`config.mk`:
```
export PLATFORM = sky130hd
export DESIGN_NAME = tc_pulse_train
export DESIGN_NICKNAME = d
export VERILOG_FILES = /design/src/rtl/tc_pulse_train.sv
export SDC_FILE = /design/constraint.sdc
export NUM_CORES = 1
export LEC_CHECK = 0
export ABC_AREA = 1
export CELL_PAD_IN_SITES_DETAIL_PLACEMENT = 1
export CELL_PAD_IN_SITES_GLOBAL_PLACEMENT = 1
export CORE_MARGIN = 2
export CORE_UTILIZATION = 42
export CTS_BUF_LIST = sky130_fd_sc_hd__clkbuf_4 sky130_fd_sc_hd__clkbuf_8
export CTS_CLUSTER_SIZE = 30
export DETAILED_ROUTE_END_ITERATION = 10
export PLACE_DENSITY_LB_ADDON = 0.05
export SYNTH_ARGS = -nofsm -noshare
export SYNTH_HDL_FRONTEND = slang
export SYNTH_SLANG_ARGS = --single-unit
```
`constraint.sdc`:
```
create_clock -name clk -period 1.4 [get_ports clk]
set_input_delay 0.21 -clock clk [delete_from_list [all_inputs] [get_ports clk]]
set_output_delay 0.21 -clock clk [all_outputs]
set_load 0.03 [all_outputs]
```
`src/rtl/tc_pulse_train.sv`:
```
// Burst pulse generator: after start_i, emits BURST single-cycle ticks spaced PERIOD
// cycles apart, then a one-cycle done pulse. Terminal counts come from counter MSBs only.
module tc_pulse_train #(
  parameter int unsigned PERIOD = 100,
  parameter int unsigned BURST  = 8
) (
  input  logic clk,
  input  logic rst_n,
  input  logic start_i,
  input  logic abort_i,
  output logic busy_o,
  output logic tick_o,
  output logic done_o
);

  localparam int unsigned PCLOG = $clog2(PERIOD);
  localparam int unsigned BCLOG = $clog2(BURST);
  localparam int unsigned PW    = PCLOG + 1;
  localparam int unsigned BW    = BCLOG + 1;

  // Counters start at (2^clog2(N) - N) so the MSB sets after exactly N increments.
  localparam logic [PW-1:0] PSTART  = PW'(1) << PCLOG;
  localparam logic [PW-1:0] PSTOP   = PSTART - PW'(PERIOD);
  localparam logic [PW-1:0] PRELOAD = PSTOP + PW'(1);
  localparam logic [BW-1:0] BSTART  = BW'(1) << BCLOG;
  localparam logic [BW-1:0] BSTOP   = BSTART - BW'(BURST);

  typedef enum logic [1:0] {
    IDLE = 2'd0,
    RUN  = 2'd1,
    DONE = 2'd2
  } state_t;

  state_t          state_reg, state_next;
  logic [PW-1:0]   pcnt_reg, pcnt_next;
  logic [BW-1:0]   bcnt_reg, bcnt_next;
  logic [BW-1:0]   bcnt_inc;
  logic            tick;

  assign tick     = pcnt_reg[PW-1];
  assign bcnt_inc = bcnt_reg + BW'(1);

  always_ff @(posedge clk or negedge rst_n) begin
    if (!rst_n) begin
      state_reg <= IDLE;
      pcnt_reg  <= '0;
      bcnt_reg  <= '0;
    end else begin
      state_reg <= state_next;
      pcnt_reg  <= pcnt_next;
      bcnt_reg  <= bcnt_next;
    end
  end

  always_comb begin
    state_next = state_reg;
    pcnt_next  = pcnt_reg;
    bcnt_next  = bcnt_reg;
    case (state_reg)
      IDLE: begin
        if (start_i && !abort_i) begin
          state_next = RUN;
          pcnt_next  = PSTOP;
          bcnt_next  = BSTOP;
        end
      end
      RUN: begin
        if (abort_i) begin
          state_next = IDLE;
          pcnt_next  = '0;
          bcnt_next  = '0;
        end else if (tick) begin
          // The burst counter's incremented MSB marks the final tick of the burst.
          if (bcnt_inc[BW-1]) begin
            state_next = DONE;
            pcnt_next  = '0;
            bcnt_next  = '0;
          end else begin
            pcnt_next  = PRELOAD;
            bcnt_next  = bcnt_inc;
          end
        end else begin
          pcnt_next = pcnt_reg + PW'(1);
        end
      end
      DONE: begin
        state_next = IDLE;
      end
      default: begin
        state_next = IDLE;
        pcnt_next  = '0;
        bcnt_next  = '0;
      end
    endcase
  end

  // Counters are cleared on every exit from RUN, so the MSB alone serves as tick_o.
  assign tick_o = tick;
  assign busy_o = (state_reg == RUN);
  assign done_o = (state_reg == DONE);

endmodule

```
# [After elaboration in Yosys (flattened, before gate mapping)]
# Index checks and enable logic that the tools add are counted.
[totals] output_inout_bits=3 register_bits=14 word_cells=32 in_bits=4
[op_classes] n_bitwise=1 eq_ne=5 muxes=15 add_sub_neg=2 reduce_logical=6
[op_table] cell="2-to-1 mux 8 bit" count=3
[op_table] cell="case mux 8 bit (3 select lines)" count=1
[op_table] cell="2-to-1 mux 4 bit" count=3
[op_table] cell="case mux 4 bit (3 select lines)" count=1
[op_table] cell="adder 8 x 1 -> 8 bit, second input constant" count=1
[op_table] cell="2-to-1 mux 2 bit" count=4
[op_table] cell="!= test 3 x 2 -> 1 bit, second input constant" count=2
[op_table] cell="AND reduction 3 bit" count=2
[op_table] cell="2-to-1 mux 5 bit" count=1
[op_table] cell="adder 4 x 1 -> 4 bit, second input constant" count=1
[op_table] cell="case mux 2 bit (2 select lines)" count=1
[op_table] cell="2-to-1 mux 3 bit" count=1
[op_table] cell="equality test 2 x 1 -> 1 bit, second input constant" count=1
[op_table] cell="equality test 2 bit, second input constant" count=1
[op_table] cell="zero test 2 bit" count=1
[op_table] cell="!= test 2 bit, second input constant" count=1
[op_table] cell="AND reduction 2 bit" count=1
[op_table] cell="logical AND 1 bit" count=1
[op_table] cell="zero test 1 bit" count=1
[op_table] cell="inverter 1 bit" count=1

# [Depth between registers and ports, before layout]
[logic_depth] depth_word=5 depth_mapped=9

# [Least setup slack after synthesis]
# OpenSTA, ideal clock, no wires.
[synth_timing] path_kind="flip-flop to flip-flop" start="register state_reg[0]" end="register pcnt_reg[5]" setup_ns=0.069 n_path_buf=0 arrival_time_ns=1.240 path_slack_ns=0.091 path_stages_with_launch=9 synth_period_minus_slack_ns=1.309 path_cell_list="dfrtp_1 > inv_2 > nor2_2 > nand3_2 > clkinv_2 > nor2_4 > inv_4 > nand2_2 > nor2_2"
[synth_between] elab_cells_between_ends=7 classes_between="3 x eq/ne; 1 x mux; 1 x bitwise; 2 x reduce/logical"
[synth_rtl] item="start: declaration" line_no="34" text="state_t state_reg, state_next;"
[synth_rtl] item="start signal: assignment" line_no="49" text="state_reg <= state_next;"
[synth_rtl] item="equality test 2 x 1 -> 1 bit"
[synth_rtl] item="net busy_o" line_no="11" text="output logic busy_o,"
[synth_rtl] item="case mux 8 bit (3 select lines)" line_no="59" text="case (state_reg)"
[synth_rtl] item="end signal: assignment" line_no="50" text="pcnt_reg <= pcnt_next;"
[synth_rtl] item="end: declaration" line_no="35" text="logic [PW-1:0] pcnt_reg, pcnt_next;"
# The timed path passes the listed nets, and every way through them passes these cells.
# A chain may end at the register's enable or synchronous reset.

# [Final worst setup path]
[layout_timing] start="register state_reg[0]" end="output port busy_o"
[layout_between] elab_chain_cells=1
[layout_lines] item="equality test 2 x 1 -> 1 bit" line_no="99" text="assign busy_o = (state_reg == RUN);"
[layout_lines] item="end: declaration" line_no="11"
# No other way between the ends.

==> summary.txt <==
status = complete, no violations
Final Hold Vio Count = 0
share of cells above drive strength 1 = 0.2358
Worst Setup Slack, final = 0.04851 ns
initial DRC count = 8
Total GRT Usage = 0.2039
post-CTS setup buffer count = 0
Worst-path clk slew = 0.09 ns
vias = 717
combinational power share = 0.503
worst hold path type = input pin to asynchronous set/reset pin
hpwl dp = 1434 um
slowest stage delay, CP = 0.46 ns
critical path, cell by cell = inv_2 -> nor2_2 -> buf_4
arrival time at the worst endpoint = 1.14 ns
list of most frequent post-synthesis cells = nand2_1, dfrtp_1, inv_1, nor2_1, nand3_1
most common cell in the netlist = nand2_1
H-tree Lvls = 1
Max-Cap Viols = 0
Synth cell types = 20
Port Buffers = 6
nets = 130
Leak = 0.5000 nW
slew at the pin closest to its max-slew limit = 0.3409 ns
Ys Warns = 0
CTS tree = built
area grow syn2layout = 21.97%
sequential area share after synthesis = 0.4262
P_int = 0.9769 mW
number of antenna diodes = 0
vias in the first global route = 661
core area = 1727 sq um
Worst path slowest cell = dfrtp_1
post-route ant nets = 0
Die H = 46.63 um
Chip Width = 46.63 um
Setup WS pre-CTS = -0.07271 ns
fraction of registers with async set/reset = 1.000
GRT overflow = 0
FP Rows = 15
top-area cell type share of the netlist area = 0.4262
initial antenna violation count = 0
vias per cell = 4.845
drt wl/cell = 12.39 um
# setup viols final = 0
headroom to the max-slew limit = 0.7727
placer congestion estimate = 0.7833
Final Power = 1.811 mW
Setup CP Type = flip-flop to output pin
syn avg cell area = 7.200 sq um
peak fanout along the critical path = 5
endpoint type of the worst setup path = output pin
EDFF count, synth = 0
I/O pin count = 7
clk_lat worst skew = 0.28 ns
Initial Utilization = 0.4420
syn_nets = 112
Routed WL = 1834 um
Primary FF master, synth = dfrtp_1
Clock Skew = 0.0008034 ns
top cells by area, synth = dfrtp_1, nand2_1, nand3_1
Tcrit/Tclk final = 0.9654
Root Buffer = clkbuf_4
Die Area = 2174 sq um
switching part of the total power = 0.4606
DR DRC count = 0
Worst EP required = 1.19 ns
Slew Limit Fails = 0
fmax = 739.9 MHz
Seq pwr share = 0.351
TNS Setup = 0 ns
total power per unit cell area = 1946 nW/um^2
CP startpoint kind = flip-flop
clock net sink count = 13
Synth Cell Area = 763.2 sq um
largest net degree at the start of global routing = 14
cell accounting for the most synthesized area = dfrtp_1
Peak supply drop = 0.0009387 V
Clock Path Buffers = 2
RSZ-0062 raised after global routing = false
clock group share of total power = 0.146
#FFs+latches synth = 13
Largest register FFs = 8
total CTS buffers = 3
Period minus WS final = 1.351 ns
switching pwr = 0.8343 mW
first-pass GRT wire length = 3022 um
Cells after Synth = 106
Initial DRT Pass Iterations = 3
==> per-stage QoR <==
stage                     area [sq um]    util  hold slack, ns  cells
final                            930.9  0.5391          0.2313    148
after global placement           902.1  0.5225          0.4974    144
after detailed placement         902.1  0.5225          0.5127    144
after CTS                        930.9  0.5391          0.2379    148
after global routing             930.9  0.5391          0.2495    148
after floorplan                  763.2       -        -0.08559    106
==> kinds of logic (layout without fill, tap and decap cells) <==
group,after synthesis,after routing,share of synthesized area
compound gates,10,10,0.07704
fa+ha+maj,2,2,0.03278
buf+inv,16,33,0.08360
flops,13,13,0.4262
simple gates,65,65,0.3803
==> layer usage <==
layer  global-route usage  vias to the layer above  part of all wire
li1                     -                      370                 -
met4              0.06667                        0             0.011
met1               0.2822                      337              0.48
met2               0.3306                        6              0.49
met3              0.02353                        4             0.023
met5                    0                        -                 0
==> path summary, 6_finish.rpt <==
check,startpoint,end,slack [ns],depth (start not counted)
worst max-delay path,state_reg[0]$_DFFE_PN0P_,busy_o,0.05,3
worst min-delay path,rst_n,state_reg[1]$_DFFE_PN0P_,0.23,2
worst max register to register,bcnt_reg[0]$_DFFE_PN0P_,bcnt_reg[2]$_DFFE_PN0P_,0.12,6
worst min register to register,bcnt_reg[1]$_DFFE_PN0P_,bcnt_reg[1]$_DFFE_PN0P_,0.53,2
max in group asynchronous,rst_n,bcnt_reg[2]$_DFFE_PN0P_,1.00,2
min in group clk,bcnt_reg[1]$_DFFE_PN0P_,bcnt_reg[1]$_DFFE_PN0P_,0.53,2
==> area by class of cell <==
type,instances,area (sq um)
clock buffer,4,30.03
inverter,16,63.81
sequential,13,325.3
tap,25,31.28
multi-input combinational,77,374.1
timing repair buffer,13,106.4
fill,236,795.8
==> worst max-delay path: cells and delay by family (launching register included) <==
family	cells	cell delay [ns]
flip-flops	1	0.46
buffers and inverters	2	0.24
AND/OR/NAND/NOR	1	0.16
==> power groups by stage <==
stage	combinational (mW)	clock (mW)	sequential, mW
final	0.911	0.265	0.636
after global routing	1.02	0.276	0.651
after CTS	0.922	0.270	0.632
after detailed placement	0.916	0	0.639
after global placement	0.899	0	0.628
after floorplan	0.621	0	0.611
==> cells in the final DEF (no fill, tap or decap), types with 2 or more instances in the layout <==
| cell | count |
|---|---|
| nand2_1 | 35 |
| dfrtp_1 | 13 |
| nor2_1 | 10 |
| inv_1 | 10 |
| nand3_1 | 9 |
| buf_4 | 9 |
| o21ai_0 | 7 |
| inv_2 | 4 |
| clkbuf_4 | 4 |
| nand2_2 | 3 |
| clkdlybuf4s50_1 | 3 |
| nor2_2 | 2 |
| nand4_1 | 2 |
| ha_1 | 2 |
==> timing repair <==
action,in CTS,in global routing
endpoints found under the setup margin,1,0
hold buffers,0,0
resized for setup,1,0
No activity file was read; power rests on OpenSTA's default activity.
